--- src/rtl/snn_layer_scheduler.sv ---
// snn_layer_scheduler: time-multiplexes a single external neuron datapath
// across a fully-connected layer of N_OUT neurons for one timestep.
// For each neuron j it walks all N_IN inputs. Every spiking input triggers a
// weight fetch followed by an add. One decay/threshold step then closes the
// neuron. Membrane potentials and output spikes are held locally.
module snn_layer_scheduler #(
    parameter int SIZE    = 8,
    parameter int N_IN    = 16,
    parameter int N_OUT   = 8,
    parameter int WADDR_W = $clog2(N_IN * N_OUT),
    parameter int IDX_W   = $clog2(N_OUT)
) (
    input  logic               wb_clk_i,
    input  logic               wb_rst_i,
    input  logic               start,
    input  logic               clear_vmem,
    input  logic [N_IN-1:0]    in_spikes,
    input  logic [SIZE-1:0]    beta,
    input  logic [SIZE-1:0]    v_th,
    output logic               busy,
    output logic               done,
    output logic [N_OUT-1:0]   out_spikes,
    output logic               w_rd_en,
    output logic [WADDR_W-1:0] w_addr,
    input  logic [SIZE-1:0]    w_rdata,
    output logic [SIZE-1:0]    nrn_weight,
    output logic [SIZE-1:0]    nrn_v_mem_in,
    output logic [SIZE-1:0]    nrn_beta,
    output logic [SIZE-1:0]    nrn_v_th,
    output logic               nrn_function_sel,
    input  logic               nrn_spike,
    input  logic [SIZE-1:0]    nrn_v_mem_out,
    input  logic [IDX_W-1:0]   vmem_rd_idx,
    output logic [SIZE-1:0]    vmem_rd_data
);

    localparam int I_W = (N_IN > 1) ? $clog2(N_IN) : 1;
    localparam logic [I_W-1:0]     I_LAST = I_W'(N_IN - 1);
    localparam logic [IDX_W-1:0]   J_LAST = IDX_W'(N_OUT - 1);
    localparam logic [WADDR_W-1:0] ROW    = WADDR_W'(N_IN);

    typedef enum logic [2:0] {IDLE, SCAN, ACCUM, DECAY, DONE} state_t;

    state_t           state_reg, state_next;
    logic [I_W-1:0]   i_reg, i_next;
    logic [IDX_W-1:0] j_reg, j_next;
    logic [N_IN-1:0]  spk_q;
    logic [SIZE-1:0]  beta_q;
    logic [SIZE-1:0]  vth_q;
    logic [SIZE-1:0]  vmem [N_OUT];
    logic [N_OUT-1:0] spikes_reg;
    logic             clear_ok;
    logic             start_ok;
    logic             vmem_we;

    // Clear has priority over start when both arrive in IDLE.
    assign clear_ok = (state_reg == IDLE) && clear_vmem;
    assign start_ok = (state_reg == IDLE) && !clear_vmem && start;
    assign vmem_we  = (state_reg == ACCUM) || (state_reg == DECAY);

    assign busy         = (state_reg == SCAN) || (state_reg == ACCUM) || (state_reg == DECAY);
    assign done         = (state_reg == DONE);
    assign out_spikes   = spikes_reg;
    assign w_addr       = WADDR_W'(j_reg) * ROW + WADDR_W'(i_reg);
    assign nrn_v_mem_in = vmem[j_reg];
    assign nrn_beta     = beta_q;
    assign nrn_v_th     = vth_q;

    // State and loop-counter registers.
    always_ff @(posedge wb_clk_i or posedge wb_rst_i) begin
        if (wb_rst_i) begin
            state_reg <= IDLE;
            i_reg     <= '0;
            j_reg     <= '0;
        end else begin
            state_reg <= state_next;
            i_reg     <= i_next;
            j_reg     <= j_next;
        end
    end

    // Next-state logic plus the read strobe and neuron control outputs.
    always_comb begin
        state_next       = state_reg;
        i_next           = i_reg;
        j_next           = j_reg;
        w_rd_en          = 1'b0;
        nrn_weight       = '0;
        nrn_function_sel = 1'b0;
        case (state_reg)
            IDLE: begin
                if (start_ok) begin
                    state_next = SCAN;
                    i_next     = '0;
                    j_next     = '0;
                end
            end
            SCAN: begin
                if (spk_q[i_reg]) begin
                    // The weight arrives next cycle, when ACCUM consumes it.
                    w_rd_en    = 1'b1;
                    state_next = ACCUM;
                end else if (i_reg == I_LAST) begin
                    state_next = DECAY;
                end else begin
                    i_next = i_reg + 1'b1;
                end
            end
            ACCUM: begin
                nrn_weight = w_rdata;
                if (i_reg == I_LAST) begin
                    state_next = DECAY;
                end else begin
                    i_next     = i_reg + 1'b1;
                    state_next = SCAN;
                end
            end
            DECAY: begin
                nrn_function_sel = 1'b1;
                if (j_reg == J_LAST) begin
                    state_next = DONE;
                end else begin
                    j_next     = j_reg + 1'b1;
                    i_next     = '0;
                    state_next = SCAN;
                end
            end
            DONE: begin
                state_next = IDLE;
            end
            default: begin
                state_next = IDLE;
            end
        endcase
    end

    // Per-timestep operands, captured only when a run is accepted.
    always_ff @(posedge wb_clk_i or posedge wb_rst_i) begin
        if (wb_rst_i) begin
            spk_q  <= '0;
            beta_q <= '0;
            vth_q  <= '0;
        end else if (start_ok) begin
            spk_q  <= in_spikes;
            beta_q <= beta;
            vth_q  <= v_th;
        end
    end

    // Membrane state and spike vector; the neuron result is stored as produced.
    always_ff @(posedge wb_clk_i or posedge wb_rst_i) begin
        if (wb_rst_i) begin
            for (int k = 0; k < N_OUT; k++) begin
                vmem[k] <= '0;
            end
            spikes_reg <= '0;
        end else if (clear_ok) begin
            for (int k = 0; k < N_OUT; k++) begin
                vmem[k] <= '0;
            end
            spikes_reg <= '0;
        end else begin
            if (vmem_we) begin
                vmem[j_reg] <= nrn_v_mem_out;
            end
            if (state_reg == DECAY) begin
                spikes_reg[j_reg] <= nrn_spike;
            end
        end
    end

    // Debug readout; a same-cycle write is seen one cycle later.
    always_ff @(posedge wb_clk_i or posedge wb_rst_i) begin
        if (wb_rst_i) begin
            vmem_rd_data <= '0;
        end else begin
            vmem_rd_data <= vmem[vmem_rd_idx];
        end
    end

endmodule

--- config.mk ---
export PLATFORM = sky130hd
export DESIGN_NAME = snn_layer_scheduler
export DESIGN_NICKNAME = d
export VERILOG_FILES = /design/src/rtl/snn_layer_scheduler.sv
export SDC_FILE = /design/constraint.sdc
export NUM_CORES = 1
export LEC_CHECK = 0
export BUFFER_PORTS_ARGS = -buffer_cell sky130_fd_sc_hd__buf_4
export CORE_MARGIN = 3
export CORE_UTILIZATION = 45
export CTS_CLUSTER_SIZE = 28
export DETAILED_ROUTE_END_ITERATION = 7
export GPL_ROUTABILITY_DRIVEN = 0
export PLACE_DENSITY = 0.69
export RECOVER_POWER = 100
export SETUP_SLACK_MARGIN = 0.2
export SLEW_MARGIN = 25
export SYNTH_ARGS = -nofsm -noshare
export SYNTH_HDL_FRONTEND = slang
export SYNTH_SLANG_ARGS = --single-unit
--- constraint.sdc ---
create_clock -name wb_clk_i -period 3.3 [get_ports wb_clk_i]
set_input_delay 0.165 -clock wb_clk_i [delete_from_list [all_inputs] [get_ports wb_clk_i]]
set_output_delay 0.165 -clock wb_clk_i [all_outputs]
set_load 0.01 [all_outputs]
==> results.toml, run 1 <==
[synthesis]
synth_edf_count = 0
synthTopCellsByArea = "dfrtp_1, nand2_1, mux4_2, mux2_1, o21ai_1"
synthArstFlopShare_pct = 100
yosys_most_used_dff = "dfrtp_1"
synth_nets = 668
syn_area_sq_um = 6270
yosys_register_bits = 122
synth.avg_cell_area_sq_um = 10.3
yosysTopAreaCell = "dfrtp_1"
syn-instance-count = 609
synth_top_area_share_pct = 48.7
ys_warn_count = 0
ys_seq_area_share_pct = 48.7
synthDistinctLibCells = 48

[setup_path]
reg2reg_to = "nrn_beta[1]$_DFFE_PP0P_"
crit_path_max_fanout = 15
worstSetupPathType = "flip-flop to primary output"
path_cells = "inv_1 -> nor3_1 -> a22oi_1 -> nand3_1 -> clkbuf_1"
worstReg2RegStart = "state_reg[1]$_DFFE_PP0P_"
cp-end-kind = "primary output"
reg2reg_slack_ps = 740
max_stage_delay_ps = 730
crit_path_top_delay_cell = "dfrtp_1"
required_ps = 3130
worst_ep_arrival_time_ps = 2590
critPathLaunchType = "flip-flop"
ff2ff_path_depth = 4

[detailed_routing]
drt_iter0_markers = 381
wirelength_microns = 16300
avgRoutedWirePerCell_microns = 17.5
drc = 0
dr.pass1.iters = 5
ant_nets = 0
viasPerCell = 5.61
via_count = 5224

[place]
dp_slack_ps = 1120
place.detailed.hpwl_microns = 11200
port_buffers = 114

[die]
std_cell_rows = 42
io_pins = 115
coreArea_sq_um = 13500
die_area_sq_um = 15400
initial_core_util_pct = 46.6
chipWidth_microns = 124
die_y_microns = 124

[layout]
drive_gt1_share_pct = 19.6
largest_register_ff_count = 64
multiInputGateArea_sq_um = 2900
area_growth_pct = 25.8
fin_util_pct = 58.6
regMostFlops = "vmem"
reg_top3 = "vmem (64), spk_q (16)"
diodes = 0
final_nets = 801
seq_area_sq_um = 3050
fill_cells = 1154

[timing]
tightest_slew_ps = 1740
rsz0062_at_grt = "false"
fmax_mhz = 364
setup_viol = 0
layout_min_cycle_time_ps = 2750
relSlewSlack_pct = -15.7
drv_slew = 33
hold_viol_final = 0
setup_ws_ps = 549
whs_ps = 18.7
skew_ps = 7.74
timing.final.crit_share_pct = 83.4
fin_tns_setup_ps = 0

[pwr]
p_int_mw = 3.81
p_comb_share_pct = 32.0
pwr-share-seq_pct = 37.8
powerDensity_nw_per_um2 = 760
p_switching_mw = 2.19
power_mw = 6.00
power_leakage_nw = 3.45
ir_drop_uv = 447
sw_frac_of_total_pct = 36.6
p_clk_share_pct = 30.1

[outcome]
violations = "capacitance limit, slew limit"
status = "finished with violations"

[worst_hold_path]
hold_class = "primary input to flip-flop"
hold-path-endpoint = "vmem[30]$_DFFE_PP0P_"
min_from = "nrn_v_mem_out[6]"
min_path_cells = 3

[clock_tree]
clock_latency_ps = 420
path_clk_slew_ps = 60
cts_tree = "done"
cts_made_buffers = 17
cts_buffer_depth = 2
h-tree-depth = 4
cts_root_buf = "clkbuf_16"
clkSinkCount = 122

[grt]
track_usage_pct = 22.6
grt_antenna_before_repair = 0
grt_pass1_wl_microns = 26700
grt_max_degree = 73
grt_overflow = 0
first_global_vias = 5253

[job]
cap_violations = 1
-- routing by layer --
metal	share of wire, %	vias up	GRT usage, %
met2	49	205	36.5
met4	1.9	0	6.98
met5	0	-	0
li1	-	2411	-
met3	7.1	31	6.90
met1	42	2577	29.2
-- cell usage after synthesis, types with 2 or more instances --
cell type  count
and3_1        14
o21ai_0       27
dfrtp_1      122
a221oi_1       2
buf_1          3
nor4_4         2
nand2_1      151
mux4_2        21
buf_4          9
ha_1           3
o31ai_1        4
a31oi_1        3
o211ai_1       3
o21ai_1       45
inv_1          5
mux2_1        30
nand2b_1       6
nor2_1        21
mux2_2        14
nor3_1         4
nand3_1       14
nor2b_1        4
inv_2          3
a22oi_1        9
a21oi_1        5
nor3_2         3
mux2i_1       19
and2_1         5
nand3b_1       2
nand4_1        3
a221o_1        3
buf_2         28
clkbuf_1       7
-- per-stage QoR --
step                area (sq um)  std cells
floorplan                   6270        609
global route                7890        931
finish                      7890        931
detailed placement          7210        866
global placement            7210        866
CTS                         8120        931
-- worst max path at each step --
stage / endpoint / cells after the start / from / slack (ps)
floorplan: i_reg[3]$_DFFE_PP0P_ / 7 / j_reg[1]$_DFFE_PP0P_ / 1370
global placement: out_spikes[0]$_DFFE_PP0P_ / 6 / state_reg[1]$_DFFE_PP0P_ / 1170
detailed placement: out_spikes[0]$_DFFE_PP0P_ / 6 / state_reg[1]$_DFFE_PP0P_ / 1120
CTS: nrn_v_mem_in[0] / 7 / j_reg[2]$_DFFE_PP0P_ / 710
global route: nrn_v_mem_in[2] / 7 / j_reg[0]$_DFFE_PP0P_ / 420
finish: nrn_v_mem_in[1] / 5 / j_reg[2]$_DFFE_PP0P_ / 550
-- critical path, delay by kind of cell (launching register included) --
kind | cells | cell delay [ps]
AO/OA/AOI/OAI | 1 | 200
buffers and inverters | 2 | 520
AND/OR/NAND/NOR | 2 | 720
flip-flops | 1 | 730
-- layout make-up --
class	instances	area share, %
timing repair buffer	163	14.1
clock inverter	15	1.95
sequential	122	38.7
inverter	8	0.397
multi-input combinational	430	36.7
tap	176	2.79
clock buffer	17	5.39
-- kinds of logic (layout without fill, tap and decap cells) --
kind of cell    after synthesis  after routing  share of synthesized area (%)
mux                          84             84                           18.5
simple gates                232            232                           16.8
compound gates              111            111                           10.7
fa+ha+maj                     3              3                          0.599
flops                       122            122                           48.7
buf+inv                      57            203                           4.81
-- cells in the final DEF, fill, tap and decap left out, types with 3 or more instances in the layout --
| master | count |
|---|---|
| clkinv_4 | 4 |
| o31ai_1 | 4 |
| clkbuf_1 | 55 |
| ha_1 | 3 |
| inv_1 | 6 |
| nand4_1 | 3 |
| nand2b_1 | 6 |
| a221o_1 | 3 |
| inv_6 | 8 |
| nand3_1 | 15 |
| o21ai_0 | 71 |
| a221oi_1 | 3 |
| mux2_1 | 30 |
| nor2b_1 | 4 |
| dlygate4sd3_1 | 33 |
| dfrtp_1 | 122 |
| mux4_2 | 21 |
| a31oi_1 | 3 |
| nor3_1 | 5 |
| clkbuf_16 | 17 |
| nand2_1 | 151 |
| and2_1 | 3 |
| mux2i_1 | 19 |
| mux2_2 | 14 |
| buf_4 | 72 |
| and3_1 | 14 |
| a21oi_1 | 5 |
| nor2_1 | 21 |
| o211ai_1 | 3 |
| a22oi_1 | 9 |
-- power by group through the flow --
stage,Combinational (mW),Sequential (mW),Clock (mW)
floorplan,1.40,2.22,0
global placement,2.06,2.26,0
detailed placement,2.12,2.28,0
CTS,2.16,2.27,1.83
global route,2.13,2.32,1.91
finish,1.92,2.27,1.81
-- timing repair --
item	in CTS	in global routing
resized for setup	0	0
buffers inserted	0	0
endpoints found under the hold margin	61	0
hold buffers	33	0
(Power assumes the default switching activity.)
==> run 2, diff against run 1 <==
ABC_AREA = 1   (was unset)
PLACE_DENSITY = 0.67   (was 0.69)
clock period = 2.66 ns   (was 3.3 ns; I/O delays follow)
==> results.toml, run 2 <==
[outcome]
status = "finished with violations"
violations = "capacitance limit, slew limit"

[clock_tree]
cts_root_buf = "clkbuf_16"
path_clk_slew_ps = 50
cts_made_buffers = 17
cts_tree = "done"
cts_buffer_depth = 2
clock_latency_ps = 420
clkSinkCount = 122
h-tree-depth = 4

[timing]
hold_viol_final = 0
fmax_mhz = 411
setup_viol = 0
setup_ws_ps = 229
tightest_slew_ps = 1840
timing.final.crit_share_pct = 91.4
whs_ps = 220
layout_min_cycle_time_ps = 2430
relSlewSlack_pct = -23.0
fin_tns_setup_ps = 0
skew_ps = 7.04
rsz0062_at_grt = "false"
drv_slew = 35

[pwr]
power_leakage_nw = 3.68
ir_drop_uv = 355
power_mw = 4.32
powerDensity_nw_per_um2 = 563

[setup_path]
worstSetupPathType = "flip-flop to primary output"
critPathLaunchType = "flip-flop"
required_ps = 2530
crit_path_max_fanout = 13
worst_ep_arrival_time_ps = 2300
cp-end-kind = "primary output"
ff2ff_path_depth = 4

[synthesis]
synth_edf_count = 0
yosys_most_used_dff = "dfrtp_1"
yosys_register_bits = 122
synth_top_area_share_pct = 50.8
synthDistinctLibCells = 35
synthArstFlopShare_pct = 100
ys_warn_count = 0
yosysTopAreaCell = "dfrtp_1"
syn-instance-count = 705
synth_nets = 764
synth.avg_cell_area_sq_um = 8.52
ys_seq_area_share_pct = 50.8
synth_top_cells_by_count = "nand2_1, dfrtp_1, inv_1, o22ai_1, o21ai_0"
syn_area_sq_um = 6010
synthTopCellsByArea = "dfrtp_1, nand2_1, o22ai_1, inv_1, o21ai_0"
synthMostInstantiatedCell = "nand2_1"

[worst_hold_path]
hold_class = "primary input to flip-flop"
min_path_cells = 3

[place]
dp_cells = 972
dpl_cell_area_sq_um = 7010
dp_slack_ps = 710
port_buffers = 114
place.detailed.hpwl_microns = 12000

[grt]
grt_max_degree = 89
grt_antenna_before_repair = 0
grt_pass1_wl_microns = 28800
first_global_vias = 5609
grt_overflow = 0
track_usage_pct = 25.2

[layout]
final_cell_mix = "nand2_1, dfrtp_1, inv_1"
fin_util_pct = 59.9
drive_gt1_share_pct = 15.4
final_common_cell = "nand2_1"
regMostFlops = "vmem"
diodes = 0
fill_cells = 1170
final_nets = 919
area_growth_pct = 27.8
fin_cells = 1042
stdcell_area_sq_um = 7680
largest_register_ff_count = 64
reg_top3 = "vmem (64), spk_q (16)"

[job]
cap_violations = 1

[die]
die_area_sq_um = 14800
io_pins = 115
chipWidth_microns = 122
coreArea_sq_um = 12800
std_cell_rows = 41
die_y_microns = 122
initial_core_util_pct = 46.9

[detailed_routing]
drc = 0
drt_iter0_markers = 537
avgRoutedWirePerCell_microns = 17.6
via_count = 5761
ant_nets = 0
dr.pass1.iters = 5
viasPerCell = 5.53
wirelength_microns = 18300
run 2: cell count changes after synthesis, sizes merged, moves of 5 or more:
cell and change:
nor2 +15, nand3 +15, inv +109, mux4 -21
mux2i -19, a31oi +5, and3 -14, o22ai +75
a21oi +35, and2 -5, buf -24, mux2 -44
nand2b -6
run 2: worst paths after layout:
path | from | endpoint | slack, ps
setup / recovery | j_reg[0]$_DFFE_PP0P_ | nrn_v_mem_in[1] | 230
hold / removal | nrn_spike | out_spikes[0]$_DFFE_PP0P_ | 220
setup reg to reg | state_reg[2]$_DFFE_PP0P_ | vmem[43]$_DFFE_PP0P_ | 300
hold reg to reg | nrn_beta[2]$_DFFE_PP0P_ | nrn_beta[2]$_DFFE_PP0P_ | 480
max in group asynchronous | wb_rst_i | spk_q[15]$_DFFE_PP0P_ | 640
min in group asynchronous | wb_rst_i | vmem[4]$_DFFE_PP0P_ | 680
run 2: timing repair:
action                                  4_1_cts  5_1_grt
setup buffers                                 0        8
endpoints found under the setup margin        0        4
resized for setup                             0        6
hold buffers                                 33        0
endpoints found under the hold margin       154        0
run 2: layout make-up:
cell class                      count  area [sq um]  share of cell area (%)
Multi-Input combinational cell    436          2270                    29.6
Clock inverter                      2          35.0                   0.456
Tap cell                          172           215                    2.80
Sequential cell                   122          3060                    39.8
Clock buffer                       27           513                    6.68
Timing Repair Buffer              165          1120                    14.6
Inverter                          118           467                    6.08
run 2: kinds of logic (layout without fill, tap and decap cells):
| family | after synthesis | count (layout) | synth area share [%] |
|---|---|---|---|
| AO/OA/AOI/OAI | 210 | 210 | 21.7 |
| XOR/XNOR | 1 | 1 | 0.146 |
| adder cells (fa/ha/maj) | 3 | 3 | 0.625 |
| buffers and inverters | 147 | 312 | 10.3 |
| flip-flops | 122 | 122 | 50.8 |
| AND/OR/NAND/NOR | 222 | 222 | 16.4 |
run 2: worst max-delay path: stages, from the launching register on:
cell and delay (ps):
dfrtp_2 490, nor3_2 440, clkinvlp_4 180, buf_4 200, o22ai_1 170, a21oi_1 80, o2111ai_1 120, buf_4 180
run 2: metal layers:
| metal | vias to the layer above | track usage (%) | routed length, microns |
|---|---|---|---|
| met4 | 0 | 10.9 | 586 |
| met5 | - | 0 | 0 |
| met3 | 46 | 5.48 | 1280 |
| met1 | 2776 | 33.0 | 7730 |
| met2 | 265 | 40.4 | 8700 |
| li1 | 2674 | - | - |
run 2: power breakdown:
part / switching (mW) / internal, mW / total (mW)
registers: 0.0101 / 1.88 / 1.89
clock network: 0.767 / 1.39 / 2.16
logic: 0.148 / 0.125 / 0.272
total: 0.924 / 3.40 / 4.32
==> run 3, diff against run 2 <==
CTS_BUF_LIST = sky130_fd_sc_hd__clkbuf_8 sky130_fd_sc_hd__clkbuf_16   (was unset)
==> results.toml, run 3 (synthesis results as in run 2) <==
[clock_tree]
clock_latency_ps = 420
path_clk_slew_ps = 50
cts_tree = "done"
cts_root_buf = "clkbuf_16"
h-tree-depth = 4
cts_made_buffers = 17
clkSinkCount = 122
cts_buffer_depth = 2

[place]
place.detailed.hpwl_microns = 12000
port_buffers = 114

[timing]
timing.final.crit_share_pct = 91.4
fin_tns_setup_ps = 0
layout_min_cycle_time_ps = 2430
rsz0062_at_grt = "false"
fmax_mhz = 411
relSlewSlack_pct = -22.9
setup_viol = 0
drv_slew = 35
whs_ps = 220
hold_viol_final = 0
tightest_slew_ps = 1840
skew_ps = 6.80

[setup_path]
worstReg2RegStart = "state_reg[2]$_DFFE_PP0P_"
crit_start = "j_reg[0]$_DFFE_PP0P_"
worst_ep_arrival_time_ps = 2300
worstSetupPathType = "flip-flop to primary output"
cp-end-kind = "primary output"
crit_path_max_fanout = 13
critPathLaunchType = "flip-flop"
required_ps = 2530

[layout]
final_common_cell = "nand2_1"
diodes = 0
final_cell_mix = "nand2_1, dfrtp_1, inv_1"
final_nets = 919
multiInputGateArea_sq_um = 2270
largest_register_ff_count = 64
fill_cells = 1170
drive_gt1_share_pct = 15.4
seq_area_sq_um = 3060
area_growth_pct = 27.8
regMostFlops = "vmem"
reg_top3 = "vmem (64), spk_q (16)"

[detailed_routing]
wirelength_microns = 18300
via_count = 5763
ant_nets = 0
avgRoutedWirePerCell_microns = 17.6
drc = 0
dr.pass1.iters = 6
drt_iter0_markers = 564
viasPerCell = 5.53

[pwr]
p_int_mw = 3.38
power_mw = 4.31
p_clk_share_pct = 49.7
sw_frac_of_total_pct = 21.5
power_leakage_nw = 3.70
ir_drop_uv = 356
p_switching_mw = 0.926
pwr-share-seq_pct = 44.0
powerDensity_nw_per_um2 = 561
p_comb_share_pct = 6.3

[die]
initial_core_util_pct = 46.9
die_y_microns = 122
die_area_sq_um = 14800
std_cell_rows = 41
coreArea_sq_um = 12800
chipWidth_microns = 122
io_pins = 115

[outcome]
violations = "capacitance limit, slew limit"
status = "finished with violations"

[grt]
track_usage_pct = 25.2
grt_max_degree = 89
first_global_vias = 5609
grt_antenna_before_repair = 0
grt_overflow = 0
grt_pass1_wl_microns = 28800

[job]
cap_violations = 1

[worst_hold_path]
min_from = "nrn_spike"
hold_class = "primary input to flip-flop"
run 3: path summary, 6_finish.rpt:
check / slack, ps / cells after the start / to
worst max register to register: 290 / 4 / vmem[43]$_DFFE_PP0P_
worst min register to register: 480 / 2 / nrn_beta[2]$_DFFE_PP0P_
worst min-delay path: 220 / 3 / out_spikes[0]$_DFFE_PP0P_
min in group asynchronous: 680 / 4 / vmem[4]$_DFFE_PP0P_
max in group asynchronous: 640 / 4 / spk_q[15]$_DFFE_PP0P_
worst max-delay path: 230 / 7 / nrn_v_mem_in[1]
run 3: power by group through the flow:
stage / clock, mW / sequential, mW / combinational, mW
3_3_place_gp: 0 / 1.92 / 0.246
5_1_grt: 2.25 / 1.89 / 0.298
2_1_floorplan: 0 / 1.93 / 0.108
4_1_cts: 2.16 / 1.89 / 0.289
6_report: 2.14 / 1.89 / 0.273
3_5_place_dp: 0 / 1.92 / 0.248
run 3: critical path, cell delays in order (launching register included):
cell and delay [ps]:
dfrtp_2 490, nor3_2 440, clkinvlp_4 180, buf_4 200, o22ai_1 170, a21oi_1 80, o2111ai_1 120, buf_4 180
run 3: per-layer routing:
| layer | global-route usage, % | wire (microns) | vias to the layer above |
|---|---|---|---|
| li1 | - | - | 2676 |
| met1 | 33.0 | 7650 | 2759 |
| met2 | 40.4 | 8720 | 280 |
| met3 | 5.48 | 1380 | 48 |
| met4 | 10.9 | 579 | 0 |
| met5 | 0 | 0 | - |
run 3: through the flow:
| stage | setup slack, ps | instance area, sq um | utilization, % | cells |
|---|---|---|---|---|
| floorplan | 1030 | 6010 | - | 705 |
| global placement | 780 | 7010 | 54.7 | 972 |
| detailed placement | 710 | 7010 | 54.7 | 972 |
| CTS | 242 | 7890 | 61.5 | 1034 |
| global route | 140 | 7680 | 59.9 | 1042 |
| finish | 230 | 7680 | 59.9 | 1042 |
run 3: timing repair:
action                     in CTS  in global routing
resized for setup               0                  6
buffers inserted                0                  8
hold buffers                   33                  0
hold endpoints to repair      154                  0
setup endpoints to repair       0                  4
run 3: final cells by class:
cell class	count	area share, %
clock inverter	7	0.701
tap	172	2.80
multi-input combinational	436	29.6
sequential	122	39.8
timing repair buffer	165	14.6
inverter	118	6.08
clock buffer	22	6.44
